==> src/rtl/main_core_host_bridge.sv <==
// -----------------------------------------------------------------------------
// main_core_host_bridge
//
// Purpose:
//    Host-side initiator for main_core_serialCmd. Parses a framed byte stream
//    from the host link into core commands, 64-bit input words and
//    output-word reads, and serialises the read words back to the host.
//
//    Frame header byte: [7:6] op, [5:0] n
//       op 00 CMD   : CMD_BYTES payload bytes follow, MSB byte first
//       op 01 WRITE : n+1 words follow, 8 bytes each
//       op 10 READ  : n+1 words are pulled from the core, 8 bytes emitted each
//       op 11       : reserved, header dropped, err set (sticky until rst)
//
// Handshakes:
//    Every channel uses valid/ready: a beat transfers on the rising clock edge
//    where both valid and ready are high. A valid side holds its data stable
//    until that edge. Channel pairs: rx_valid/rx_ready, tx_valid/tx_ready,
//    cmd_hasAny/cmd_consume, in_isReady/in_canReceive,
//    out_isReady/out_canReceive.
//
// Configuration:
//    HOST_BRIDGE_BYTESWAP_EN defined   : 64-bit words LSB byte first on the link.
//    HOST_BRIDGE_BYTESWAP_EN undefined : 64-bit words MSB byte first on the link.
//    CMD payload order is the same in both builds.
//
// Ports:
//    clk, rst                  clock, asynchronous active-high reset
//    rx_byte/rx_valid/rx_ready host -> bridge byte stream
//    tx_byte/tx_valid/tx_ready bridge -> host byte stream
//    cmd/cmd_hasAny/cmd_consume         command to core
//    in/in_isReady/in_canReceive        64-bit word to core
//    out/out_isReady/out_canReceive     64-bit word from core
//    busy                      FSM not idle
//    err                       sticky reserved-opcode flag
// -----------------------------------------------------------------------------
module main_core_host_bridge #(
   parameter int CMD_W = 16
) (
   input  logic             clk,
   input  logic             rst,
   input  logic [7:0]       rx_byte,
   input  logic             rx_valid,
   output logic             rx_ready,
   output logic [7:0]       tx_byte,
   output logic             tx_valid,
   input  logic             tx_ready,
   output logic [CMD_W-1:0] cmd,
   output logic             cmd_hasAny,
   input  logic             cmd_consume,
   output logic [63:0]      in,
   output logic             in_isReady,
   input  logic             in_canReceive,
   input  logic [63:0]      out,
   input  logic             out_isReady,
   output logic             out_canReceive,
   output logic             busy,
   output logic             err
);

   localparam int         CMD_BYTES = (CMD_W + 7) / 8;
   localparam int         CMD_SH_W  = CMD_BYTES * 8;
   localparam logic [2:0] CMD_LAST  = 3'(CMD_BYTES - 1);

   typedef enum logic [2:0] {
      S_IDLE,
      S_CMD_COLLECT,
      S_CMD_ISSUE,
      S_WR_COLLECT,
      S_WR_PUSH,
      S_RD_PULL,
      S_RD_EMIT
   } state_t;

   state_t              state;
   state_t              state_nx;
   logic [2:0]          byte_cnt;
   logic [5:0]          word_cnt;
   logic [5:0]          n_reg;
   logic [CMD_SH_W-1:0] cmd_sh;
   logic [CMD_SH_W-1:0] cmd_sh_nx;
   logic [CMD_W-1:0]    cmd_r;
   logic [63:0]         wr_word;
   logic [63:0]         wr_word_nx;
   logic [63:0]         rd_word;
   logic [63:0]         rd_word_nx;
   logic [7:0]          rd_head;
   logic                err_r;

   logic rx_fire;
   logic tx_fire;
   logic in_fire;
   logic out_fire;
   logic last_byte;
   logic last_word;

   assign rx_fire   = rx_valid & rx_ready;
   assign tx_fire   = tx_valid & tx_ready;
   assign in_fire   = in_isReady;   // in_isReady is already gated by in_canReceive
   assign out_fire  = out_isReady & out_canReceive;
   assign last_byte = (byte_cnt == 3'd7);
   assign last_word = (word_cnt == n_reg);

   // Shift written as a full-width expression so a single-byte command also works.
   assign cmd_sh_nx = (cmd_sh << 8) | CMD_SH_W'(rx_byte);

`ifdef HOST_BRIDGE_BYTESWAP_EN
   assign wr_word_nx = {rx_byte, wr_word[63:8]};
   assign rd_head    = rd_word[7:0];
   assign rd_word_nx = {8'h00, rd_word[63:8]};
`else
   assign wr_word_nx = {wr_word[55:0], rx_byte};
   assign rd_head    = rd_word[63:56];
   assign rd_word_nx = {rd_word[55:0], 8'h00};
`endif

   // State register
   always_ff @(posedge clk or posedge rst) begin
      if (rst) begin
         state <= S_IDLE;
      end else begin
         state <= state_nx;
      end
   end

   // Next state and handshake outputs
   always_comb begin
      state_nx       = state;
      rx_ready       = 1'b0;
      tx_valid       = 1'b0;
      tx_byte        = 8'h00;
      cmd_hasAny     = 1'b0;
      in_isReady     = 1'b0;
      out_canReceive = 1'b0;
      case (state)
         S_IDLE: begin
            rx_ready = !rst;
            if (rx_fire) begin
               case (rx_byte[7:6])
                  2'b00:   state_nx = S_CMD_COLLECT;
                  2'b01:   state_nx = S_WR_COLLECT;
                  2'b10:   state_nx = S_RD_PULL;
                  default: state_nx = S_IDLE;
               endcase
            end
         end
         S_CMD_COLLECT: begin
            rx_ready = !rst;
            if (rx_fire && byte_cnt == CMD_LAST) state_nx = S_CMD_ISSUE;
         end
         S_CMD_ISSUE: begin
            cmd_hasAny = 1'b1;
            if (cmd_consume) state_nx = S_IDLE;
         end
         S_WR_COLLECT: begin
            rx_ready = !rst;
            if (rx_fire && last_byte) state_nx = S_WR_PUSH;
         end
         S_WR_PUSH: begin
            // Combinational gate: never offer a word the core cannot take.
            in_isReady = in_canReceive;
            if (in_canReceive) state_nx = last_word ? S_IDLE : S_WR_COLLECT;
         end
         S_RD_PULL: begin
            out_canReceive = 1'b1;
            if (out_isReady) state_nx = S_RD_EMIT;
         end
         S_RD_EMIT: begin
            tx_valid = 1'b1;
            tx_byte  = rd_head;
            if (tx_ready && last_byte) state_nx = last_word ? S_IDLE : S_RD_PULL;
         end
         default: state_nx = S_IDLE;
      endcase
   end

   // Datapath: counters, frame length, word and command registers
   always_ff @(posedge clk or posedge rst) begin
      if (rst) begin
         byte_cnt <= 3'd0;
         word_cnt <= 6'd0;
         n_reg    <= 6'd0;
         cmd_sh   <= '0;
         cmd_r    <= '0;
         wr_word  <= 64'd0;
         rd_word  <= 64'd0;
         err_r    <= 1'b0;
      end else begin
         case (state)
            S_IDLE: begin
               byte_cnt <= 3'd0;
               word_cnt <= 6'd0;
               cmd_sh   <= '0;
               wr_word  <= 64'd0;
               if (rx_fire) begin
                  n_reg <= rx_byte[5:0];
                  if (rx_byte[7:6] == 2'b11) err_r <= 1'b1;
               end
            end
            S_CMD_COLLECT: begin
               if (rx_fire) begin
                  cmd_sh <= cmd_sh_nx;
                  if (byte_cnt == CMD_LAST) begin
                     byte_cnt <= 3'd0;
                     cmd_r    <= cmd_sh_nx[CMD_W-1:0];
                  end else begin
                     byte_cnt <= byte_cnt + 3'd1;
                  end
               end
            end
            S_CMD_ISSUE: begin
               if (cmd_consume) cmd_r <= '0;
            end
            S_WR_COLLECT: begin
               if (rx_fire) begin
                  wr_word  <= wr_word_nx;
                  byte_cnt <= byte_cnt + 3'd1;   // wraps 7 -> 0 at word end
               end
            end
            S_WR_PUSH: begin
               if (in_fire) begin
                  wr_word  <= 64'd0;
                  word_cnt <= word_cnt + 6'd1;
               end
            end
            S_RD_PULL: begin
               if (out_fire) begin
                  rd_word  <= out;
                  byte_cnt <= 3'd0;
               end
            end
            S_RD_EMIT: begin
               if (tx_fire) begin
                  rd_word  <= rd_word_nx;
                  byte_cnt <= byte_cnt + 3'd1;
                  if (last_byte) word_cnt <= word_cnt + 6'd1;
               end
            end
            default: begin
               byte_cnt <= 3'd0;
            end
         endcase
      end
   end

   assign cmd  = cmd_r;
   assign in   = wr_word;
   assign busy = (state != S_IDLE);
   assign err  = err_r;

endmodule

==> config.mk <==
export PLATFORM = sky130hd
export DESIGN_NAME = main_core_host_bridge
export DESIGN_NICKNAME = d
export VERILOG_FILES = /design/src/rtl/main_core_host_bridge.sv
export SDC_FILE = /design/constraint.sdc
export NUM_CORES = 1
export LEC_CHECK = 0
export ABC_AREA = 1
export CORE_MARGIN = 2
export CORE_UTILIZATION = 51
export CTS_CLUSTER_DIAMETER = 60
export DETAILED_ROUTE_END_ITERATION = 6
export GPL_ROUTABILITY_DRIVEN = 0
export GPL_TIMING_DRIVEN = 0
export HOLD_SLACK_MARGIN = 0.05
export PLACE_DENSITY = 0.8
export RECOVER_POWER = 100
export SLEW_MARGIN = 20
export SYNTH_ARGS = -nofsm -noshare
export SYNTH_HDL_FRONTEND = slang
export SYNTH_SLANG_ARGS = --single-unit
==> constraint.sdc <==
create_clock -name clk -period 7.1 [get_ports clk]
set_input_delay 1.42 -clock clk [delete_from_list [all_inputs] [get_ports clk]]
set_output_delay 1.42 -clock clk [all_outputs]
set_load 0.02 [all_outputs]
# After elaboration in Yosys (flattened, before gate mapping)
# Index checks and enable logic that the tools add are counted.
# totals
n_memories	0
elab_cells	104
latchBits	0
mem_bits_ro	0
output_inout_bits	95
register_bits	171
mem_bits_rw	0
inputBits	79
# op_classes
n_addsub	2
n_bitwise	5
div	0
magnitude_cmp	0
muxes	39
shift	0
reduce_logical	23
eq_ne	26
n_mul	0
# ops
operator	n
64-bit two-way mux	4
64-bit case mux with 3 select lines	1
64-bit case mux with 2 select lines	1
16-bit two-way mux	3
3-bit two-way mux	13
16-bit case mux with 2 select lines	1
2-bit inequality test, second input constant	14
3-bit case mux with 7 select lines	1
6-bit two-way mux	3
6-bit case mux with 3 select lines	1
8-bit two-way mux	2
16-bit by 8-bit bitwise OR with 16-bit output	1
8-bit case mux with 2 select lines	1
3-bit case mux with 5 select lines	1
3-bit == test, second input constant	4
3-bit case mux with 3 select lines	1
3-bit AND reduction	3
3-bit nonzero test	3
4-bit AND reduction	2
7-bit AND reduction	1
6-bit by 1-bit adder with 6-bit output, second input constant	1
3-bit by 1-bit == test with 1-bit output, second input constant	2
3-bit by 2-bit == test with 1-bit output, second input constant	2
6-bit == test	1
other kinds (16)	28

# Longest topological paths before layout
# Gate-level depths: netlist of the first run.
# logic_depth
ltp_word	7
mapped_depth	11

# Worst setup path before layout of the first run
# No wires, ideal clock.
# synth_timing
path_type	input-to-output
start	input rst
end	output rx_ready
path_buffers	0
setup_slack_ns	3.775
t_arrival_ns	1.905
cell_stages	1
cell_sequence	nor3_1
# synth_between
elab_chain_len	2
# synth_rtl
element	line_no	text
from (decl)	41	input logic rst,
1-bit logical NOT (no source line)	--	
1-bit two-way mux	--	
to (decl)	44	output logic rx_ready,
# No other way between the ends.

# Final worst setup path of the first run
# Ends and elaborated chain as after synthesis.

==> results.cfg, run 1 <==
[outcome]
status = finished with violations
failed_checks = max-capacitance violations, max-slew violations

[sta]
period_needed_ns = 4.29
timing.slew.headroom_pct = -111
tns_ns = 0
worst_slew_pin_slew_ns = 3.15
fmax_mhz = 233
min_period_over_period_pct = 60.4
drv_slew = 71
whs_ns = 0.467
hold_violations = 0
grt_setup_unrepaired = no
finClkSkew_ns = 0.00837
finalSetupViolations = 0
setup_slack_ns = 2.81

[synthesis]
synth_fa_ha_area_share_pct = 0.612
yosysUniqueCellTypes = 32
synth-compound-area-share_pct = 7.14
synth_area_mm2 = 0.00818
ys_seq_area_share_pct = 52.3
synth-seq-cells = 171
synth_top_family_by_area = simple AND/OR/NAND/NOR gates
synth-xor-area-share_pct = 0.321
synthCells = 1009
synth_warnings = 0
syn-num-nets = 1092
synthMuxAreaShare_pct = 0
avgSynthCellArea_um2 = 8.11
synth-simple-area-share_pct = 32.3

[detailed_routing]
routed_wl_um = 21100
routed_via_density = 5.21
drc = 0
ant_nets = 0
wl_per_cell_um = 14.8
num_vias = 7453
drt-initial-drc-count = 523
drt_pre_antenna_iters = 5

[grt]
first_global_vias = 7142
grt_antenna_before_repair = 0
grt-ovfl-total = 0
grt_max_degree = 102
track_usage_pct = 25.7
grt_pass1_wl_um = 34600

[layout]
final_cells = 1430
layout.nets = 1284
syn2layout_area_growth_pct = 31.5
layout-drive-gt1-share_pct = 6.43
fin_util_pct = 68.2
diodes = 0
fin_area_mm2 = 0.0108

[floorplanning]
fp.dieH_um = 131
rows = 46
initial_core_util_pct = 51.9
dieWidth_um = 131
ios = 174
dieArea_mm2 = 0.0171
core_area_mm2 = 0.0158

[pwr]
power.leakage_nw = 5.38
powerDensity_mw_per_mm2 = 356
power.total_mw = 3.83
peakVddDrop_mv = 0.200

[clock_network]
cts_tree = built
cts_num_sinks = 171
ctsResizeCount = 0
cts_max_path_buffers = 2
cts_buffers = 17
h-tree-depth = 4
cts_setup_buffers = 0
cts_root_buf = clkbuf_16
clk_pin_slew_ns = 0.07
clock_latency_ns = 0.43
hold_buffers = 0

[setup_path]
crit_top_cell = dlygate4sd3_1
crit_buf_inv = 2
worst_path_max_delay_cell = dlygate4sd3_1
worstPathArrival_ns = 2.87
crit_type = in -> out
crit_path_max_incr_delay_ns = 0.69
crit_required_ns = 5.68
startpoint_type = input port
cp_cell_sequence = dlygate4sd3_1, nor3_1, dlygate4sd3_1
worstPathMaxFanout = 3
cp-end-kind = output port
cp_top_family = buffers and inverters

[place]
pre_cts_slack_ns = 2.87
place_area_mm2 = 0.0102
port_buffers = 172
dpl.hpwl_um = 15200
numPlacedInstances = 1398

[hold_path]
min_path_type = reg -> reg

[run]
cap_violations = 1
==> logic make-up (layout without fill, tap and decap cells) <==
group	count (synthesis)	in the layout
AND/OR/NAND/NOR	614	614
flip-flops	171	171
buffers and inverters	120	325
XOR/XNOR	3	3
AO/OA/AOI/OAI	97	97
adder cells (fa/ha/maj)	4	4
==> area by class of cell <==
cell class,instances,area (um^2)
Clock buffer,20,457
Timing Repair Buffer,173,1750
Fill cell,1336,5010
Buffer,63,344
Tap cell,216,270
Clock inverter,12,161
Sequential cell,171,4280
Inverter,57,215
Multi-Input combinational cell,718,3280
==> routing by layer <==
layer	vias to the layer above	GRT usage (%)	share of wire, %	wire (um)
li1	3607	-	-	-
met1	3582	33.6	43	9160
met2	225	43.8	50	10600
met3	39	3.62	4.5	950
met4	0	9.64	2.2	459
met5	-	0	0	0
==> path summary, 6_finish.rpt <==
kind                                       from  slack (ns)                endpoint  cells after the start
hold reg to reg              in[56]$_DFFE_PP0P_        0.47      in[56]$_DFFE_PP0P_                      2
min in group asynchronous                   rst        2.42  rd_word[0]$_DFFE_PP0P_                      2
hold / removal               in[56]$_DFFE_PP0P_        0.47      in[56]$_DFFE_PP0P_                      2
setup / recovery                            rst        2.81                rx_ready                      3
max in group asynchronous                   rst        3.27      in[37]$_DFFE_PP0P_                      2
setup reg to reg           state[0]$_DFFE_PP0P_        4.71      cmd[2]$_DFFE_PP0P_                     10
==> power breakdown <==
group / internal, mW / switching (mW)
sequential: 1.25 / 0.167
clock: 0.577 / 0.399
combinational: 0.520 / 0.915
total: 2.35 / 1.48
==> tightest hold or removal path, cell delays in order, from the launching register on <==
cell     delay, ns
dfrtp_1       0.34
nand2_1       0.05
nand2_1       0.04
==> cells in the final DEF (no fill, tap or decap), types with 2 or more instances in the layout <==
| master | n |
|---|---|
| inv_6 | 3 |
| nand2_2 | 3 |
| inv_1 | 52 |
| nand3b_1 | 64 |
| o31ai_1 | 2 |
| xor2_1 | 2 |
| buf_6 | 10 |
| buf_2 | 20 |
| clkbuf_16 | 17 |
| clkbuf_1 | 32 |
| inv_2 | 4 |
| dlygate4sd3_1 | 97 |
| nor2_1 | 85 |
| nand2_1 | 414 |
| nor3_1 | 3 |
| clkdlybuf4s50_1 | 75 |
| a21oi_1 | 7 |
| ha_1 | 4 |
| clkinv_4 | 2 |
| nand3_1 | 40 |
| buf_4 | 2 |
| dfrtp_1 | 171 |
| a31oi_1 | 56 |
| clkinvlp_4 | 3 |
| o21ai_0 | 27 |
| bufinv_16 | 3 |
| clkbuf_8 | 2 |
==> Yosys cell counts <==
master / count / share of area, %
nand2_1: 413 / 19
dfrtp_1: 171 / 52
nor2_1: 84 / 3.9
nand3b_1: 64 / 5.9
a31oi_1: 56 / 4.3
inv_1: 53 / 2.4
nand3_1: 39 / 2.4
buf_2: 34 / 2.1
o21ai_0: 27 / 1.7
buf_6: 13 / 1.8
clkbuf_1: 13 / 0.60
a21oi_1: 6 / 0.37
ha_1: 4 / 0.61
inv_2: 4 / 0.18
buf_4: 3 / 0.28
nand2_2: 3 / 0.23
nor3_1: 3 / 0.18
nand3_2: 2 / 0.24
nor2_2: 2 / 0.15
o31ai_1: 2 / 0.18
xor2_1: 2 / 0.21
a21oi_2: 1 / 0.11
a31o_2: 1 / 0.11
a31oi_2: 1 / 0.15
and2_1: 1 / 0.076
nand2_4: 1 / 0.14
nand4_1: 1 / 0.076
nor2_4: 1 / 0.14
o211ai_1: 1 / 0.092
o21ai_2: 1 / 0.11
o21bai_1: 1 / 0.092
xnor2_1: 1 / 0.11
(Power assumes the default switching activity.)
==> run 2, diff against run 1 <==
- clock period: 7.1 -> 4.4 ns (I/O delays scaled with it)
==> run 2 against run 1 <==
Against the previous run:
- the run still ends with max-capacitance violations, max-slew violations left
- first-iteration DRC count fell by 17%
- utilization fell by 0.46 points
- final area fell by 0.67%
- flip-flop and latch count did not move
- register-to-register slack got worse by 2.7 ns
- total power rose by 56%
- die area did not move
- via count fell by 1.4%
- clock skew rose by 0.0031 ns
- cell count rose by 0.28%
- highest routed layer unchanged
==> results.cfg, run 2 (synthesized netlist as in run 1, its figures left out) <==
[outcome]
status = finished with violations
failed_checks = max-capacitance violations, max-slew violations

[place]
numPlacedInstances = 1402
dpl.hpwl_um = 15500
pre_cts_slack_ns = 1.31
port_buffers = 172
place_area_mm2 = 0.0103

[hold_path]
min_path_type = reg -> reg
hold_start = in[56]$_DFFE_PP0P_
whs_path_depth = 2
hold-path-endpoint = in[56]$_DFFE_PP0P_

[sta]
period_needed_ns = 3.28
hold_violations = 0
min_period_over_period_pct = 74.5
tns_ns = 0
whs_ns = 0.465
worst_slew_pin_slew_ns = 1.85
finalSetupViolations = 0
finClkSkew_ns = 0.0114
setup_slack_ns = 1.12
grt_setup_unrepaired = no
timing.slew.headroom_pct = -23.2
drv_slew = 127
fmax_mhz = 305

[layout]
diodes = 0
fin_util_pct = 67.8
layout.nets = 1288
layout_commonest_cell = nand2_1
fin_area_mm2 = 0.0107
syn2layout_area_growth_pct = 30.6
layout_common_cells = nand2_1, dfrtp_1, dlygate4sd3_1
layout-drive-gt1-share_pct = 6.24
final_cells = 1434

[clock_network]
cts_max_path_buffers = 2
cts_num_sinks = 171
cts_buffers = 17
clk_pin_slew_ns = 0.07
cts_root_buf = clkbuf_16
cts_tree = built
cts_setup_buffers = 0
h-tree-depth = 4
clock_latency_ns = 0.43
ctsResizeCount = 0
hold_buffers = 0

[grt]
track_usage_pct = 25.7
grt_max_degree = 35
first_global_vias = 7113
grt_antenna_before_repair = 0
grt_pass1_wl_um = 34700
grt-ovfl-total = 0

[setup_path]
r2r_setup_slack_ns = 2.02
crit_type = reg -> out
crit_required_ns = 3.52
reg2regPathDepth = 8
worstPathArrival_ns = 2.40
worstPathMaxFanout = 10
cp-end-kind = output port
crit-reg2reg-capture = rd_word[59]$_DFFE_PP0P_
startpoint_type = flop
reg2reg_from = state[2]$_DFFE_PP0P_

[detailed_routing]
drt-initial-drc-count = 432
wl_per_cell_um = 14.6
ant_nets = 0
drc = 0
num_vias = 7348
routed_wl_um = 20900
routed_via_density = 5.12
drt_pre_antenna_iters = 4

[floorplanning]
rows = 46
dieWidth_um = 131
fp.dieH_um = 131
initial_core_util_pct = 51.9
core_area_mm2 = 0.0158
ios = 174
dieArea_mm2 = 0.0171

[pwr]
power.total_mw = 5.98
powerDensity_mw_per_mm2 = 559
peakVddDrop_mv = 0.289
power.leakage_nw = 5.33

[run]
cap_violations = 4
[run 2: final cells by class]
class                      instances  area [um^2]
timing repair buffer             177         1760
sequential                       171         4280
tap                              216          270
multi-input combinational        718         3280
buffer                            63          344
inverter                          57          215
clock inverter                    11         87.6
fill                            1384         5080
clock buffer                      21          450
[run 2: metal layers]
metal / wire, um / up-vias / track usage (%) / share of wire [%]
met5: 0 / - / 0 / 0
met4: 392 / 0 / 8.76 / 1.9
met3: 920 / 32 / 4.56 / 4.4
met2: 10400 / 205 / 43.0 / 50
met1: 9160 / 3490 / 34.2 / 44
li1: - / 3621 / - / -
[run 2: critical path, stage by stage, from the launching register on]
cell and delay (ns):
dfrtp_1 0.45, inv_2 0.15, nand3_2 0.13, inv_1 0.18, clkbuf_1 0.32, dlygate4sd3_1 0.74
[run 2: worst max path at each step]
| stage | start | end | slack [ns] | cells past startpoint |
|---|---|---|---|---|
| floorplan | rst | byte_cnt[0]$_DFFE_PP0P_ | 1.34 | 1 |
| detailed placement | rst | rx_ready | 1.31 | 3 |
| finish | state[0]$_DFFE_PP0P_ | tx_valid | 1.12 | 5 |
| global placement | rst | in[39]$_DFFE_PP0P_ | -0.09 | 2 |
| CTS | state[0]$_DFFE_PP0P_ | tx_valid | 1.12 | 5 |
| global route | rst | in[50]$_DFFE_PP0P_ | 0.80 | 3 |
[run 2: power breakdown]
group | leakage (nW) | total, mW | internal, mW | switching (mW)
registers | 2.19 | 2.29 | 2.02 | 0.270
clock network | 0.239 | 1.39 | 0.744 | 0.645
logic | 2.90 | 2.30 | 0.838 | 1.46
total | 5.33 | 5.98 | 3.60 | 2.38
==> run 3, diff against run 2 <==
- CORE_UTILIZATION: 51 -> 46
- PLACE_DENSITY: 0.8 -> 0.76
- clock period: 4.4 -> 2.96 ns (I/O delays scaled with it)
==> run 3 against run 2 <==
Against the previous run:
- the flow now finishes without violations
- clock skew fell by 0.0017 ns
- clock-buffer cell count did not move
- final area rose by 0.62%
- worst setup slack got worse by 1.0 ns
- total power rose by 50%
- critical endpoint is now in_isReady
- largest cell class unchanged
- largest power group unchanged
==> results.cfg, run 3 (synthesized netlist as in run 1, its figures left out) <==
[clock_network]
cts_tree = built
cts_max_path_buffers = 2
h-tree-depth = 4
clock_latency_ns = 0.43
cts_buffers = 17
cts_num_sinks = 171
hold_buffers = 0
cts_root_buf = clkbuf_16
clk_pin_slew_ns = 0.06

[grt]
grt_pass1_wl_um = 34900
grt-ovfl-total = 0
track_usage_pct = 23.6
grt_max_degree = 33
first_global_vias = 7053
grt_antenna_before_repair = 0

[layout]
syn2layout_area_growth_pct = 31.4
layout_common_cells = nand2_1, dfrtp_1, dlygate4sd3_1
layout-drive-gt1-share_pct = 6.73
diodes = 0
layout.nets = 1288
final_cells = 1443
layout_commonest_cell = nand2_1

[hold_path]
hold-path-endpoint = err$_DFFE_PP0P_
hold_start = err$_DFFE_PP0P_
whs_path_depth = 1
min_path_type = reg -> reg

[setup_path]
r2r_setup_slack_ns = 0.59
worstPathArrival_ns = 2.27
crit_required_ns = 2.37
reg2regPathDepth = 8
worstPathMaxFanout = 10
crit_type = reg -> out
startpoint_type = flop
crit-reg2reg-capture = in[12]$_DFFE_PP0P_
cp-end-kind = output port
reg2reg_from = state[1]$_DFFE_PP0P_

[place]
dpl.hpwl_um = 16000
numPlacedInstances = 1412
port_buffers = 172

[outcome]
status = finished clean

[run]
cap_violations = 0

[sta]
fmax_mhz = 350
worst_slew_pin_slew_ns = 1.23
finClkSkew_ns = 0.00973
tns_ns = 0
timing.slew.headroom_pct = 18.1
period_needed_ns = 2.86
whs_ns = 0.465
grt_setup_unrepaired = no
finalSetupViolations = 0
hold_violations = 0
drv_slew = 0
min_period_over_period_pct = 96.5

[floorplanning]
dieArea_mm2 = 0.0189
fp.dieH_um = 137
dieWidth_um = 137
core_area_mm2 = 0.0174
initial_core_util_pct = 47.2
rows = 48
ios = 174

[pwr]
power.total_mw = 8.99
peakVddDrop_mv = 0.454
power.leakage_nw = 5.35
powerDensity_mw_per_mm2 = 836

[detailed_routing]
drt-initial-drc-count = 530
num_vias = 7373
drc = 0
wl_per_cell_um = 14.8
ant_nets = 0
drt_pre_antenna_iters = 5
routed_via_density = 5.11
routed_wl_um = 21300
run 3: cell count changes in the layout (fill, tap and decap cells not counted), moves of 3 or more:
cell and change:
clkdlybuf4s50_1 +10, dlygate4sd3_1 -10, clkbuf_1 -5, clkbuf_2 +4
clkinvlp_4 -3
run 3: report_power, final:
| group | switching (mW) | internal [mW] |
|---|---|---|
| combinational | 2.18 | 1.26 |
| clock | 0.952 | 1.19 |
| sequential | 0.402 | 3.00 |
run 3: worst max path at each step:
stage / from / endpoint / slack, ns / cells after the start
after floorplan: rst / byte_cnt[0]$_DFFE_PP0P_ / 0.19 / 1
after global placement: rst / in[31]$_DFFE_PP0P_ / -1.28 / 2
after detailed placement: state[0]$_DFFE_PP0P_ / tx_valid / 0.42 / 5
after CTS: state[0]$_DFFE_PP0P_ / tx_byte[4] / 0.006 / 5
after global routing: state[0]$_DFFE_PP0P_ / tx_byte[4] / 0.01 / 5
final: state[1]$_DFFE_PP0P_ / in_isReady / 0.10 / 5
run 3: layout make-up:
class,instances,area [um^2]
fillers,1534,6600
flip-flops and latches,171,4280
multi-input cells,718,3290
repair buffers,178,1790
clock buffers,21,450
plain buffers,62,342
well taps,225,282
inverters,57,215
clock inverters,11,109
run 3: what timing repair did:
| action | in CTS | in global routing |
|---|---|---|
| endpoints found under the setup margin | 1 | 8 |
| gates resized for setup | 0 | 2 |
| cloned | 0 | 0 |
| setup buffers | 0 | 0 |
run 3: layer usage:
metal / global-route usage [%] / part of all wire, %
met2: 39.1 / 49
met1: 31.5 / 44
met4: 8.19 / 1.5
met5: 0 / 0
met3: 3.75 / 5.0
run 3: worst max-delay path, stage by stage, from the launching register on:
cell and delay (ns):
dfrtp_1 0.36, clkbuf_2 0.21, nor2_2 0.24, nand2_1 0.20, nor2_1 0.18, clkdlybuf4s50_1 0.65
run 3: metrics by stage:
stage | utilization, % | area, um^2 | setup WS, ns
after floorplan | - | 8190 | 0.185
after global placement | 58.7 | 10200 | -1.28
after detailed placement | 59.5 | 10300 | 0.425
after CTS | 62.7 | 10900 | 0.00612
after global routing | 62.0 | 10800 | 0.0148
final | 62.0 | 10800 | 0.103
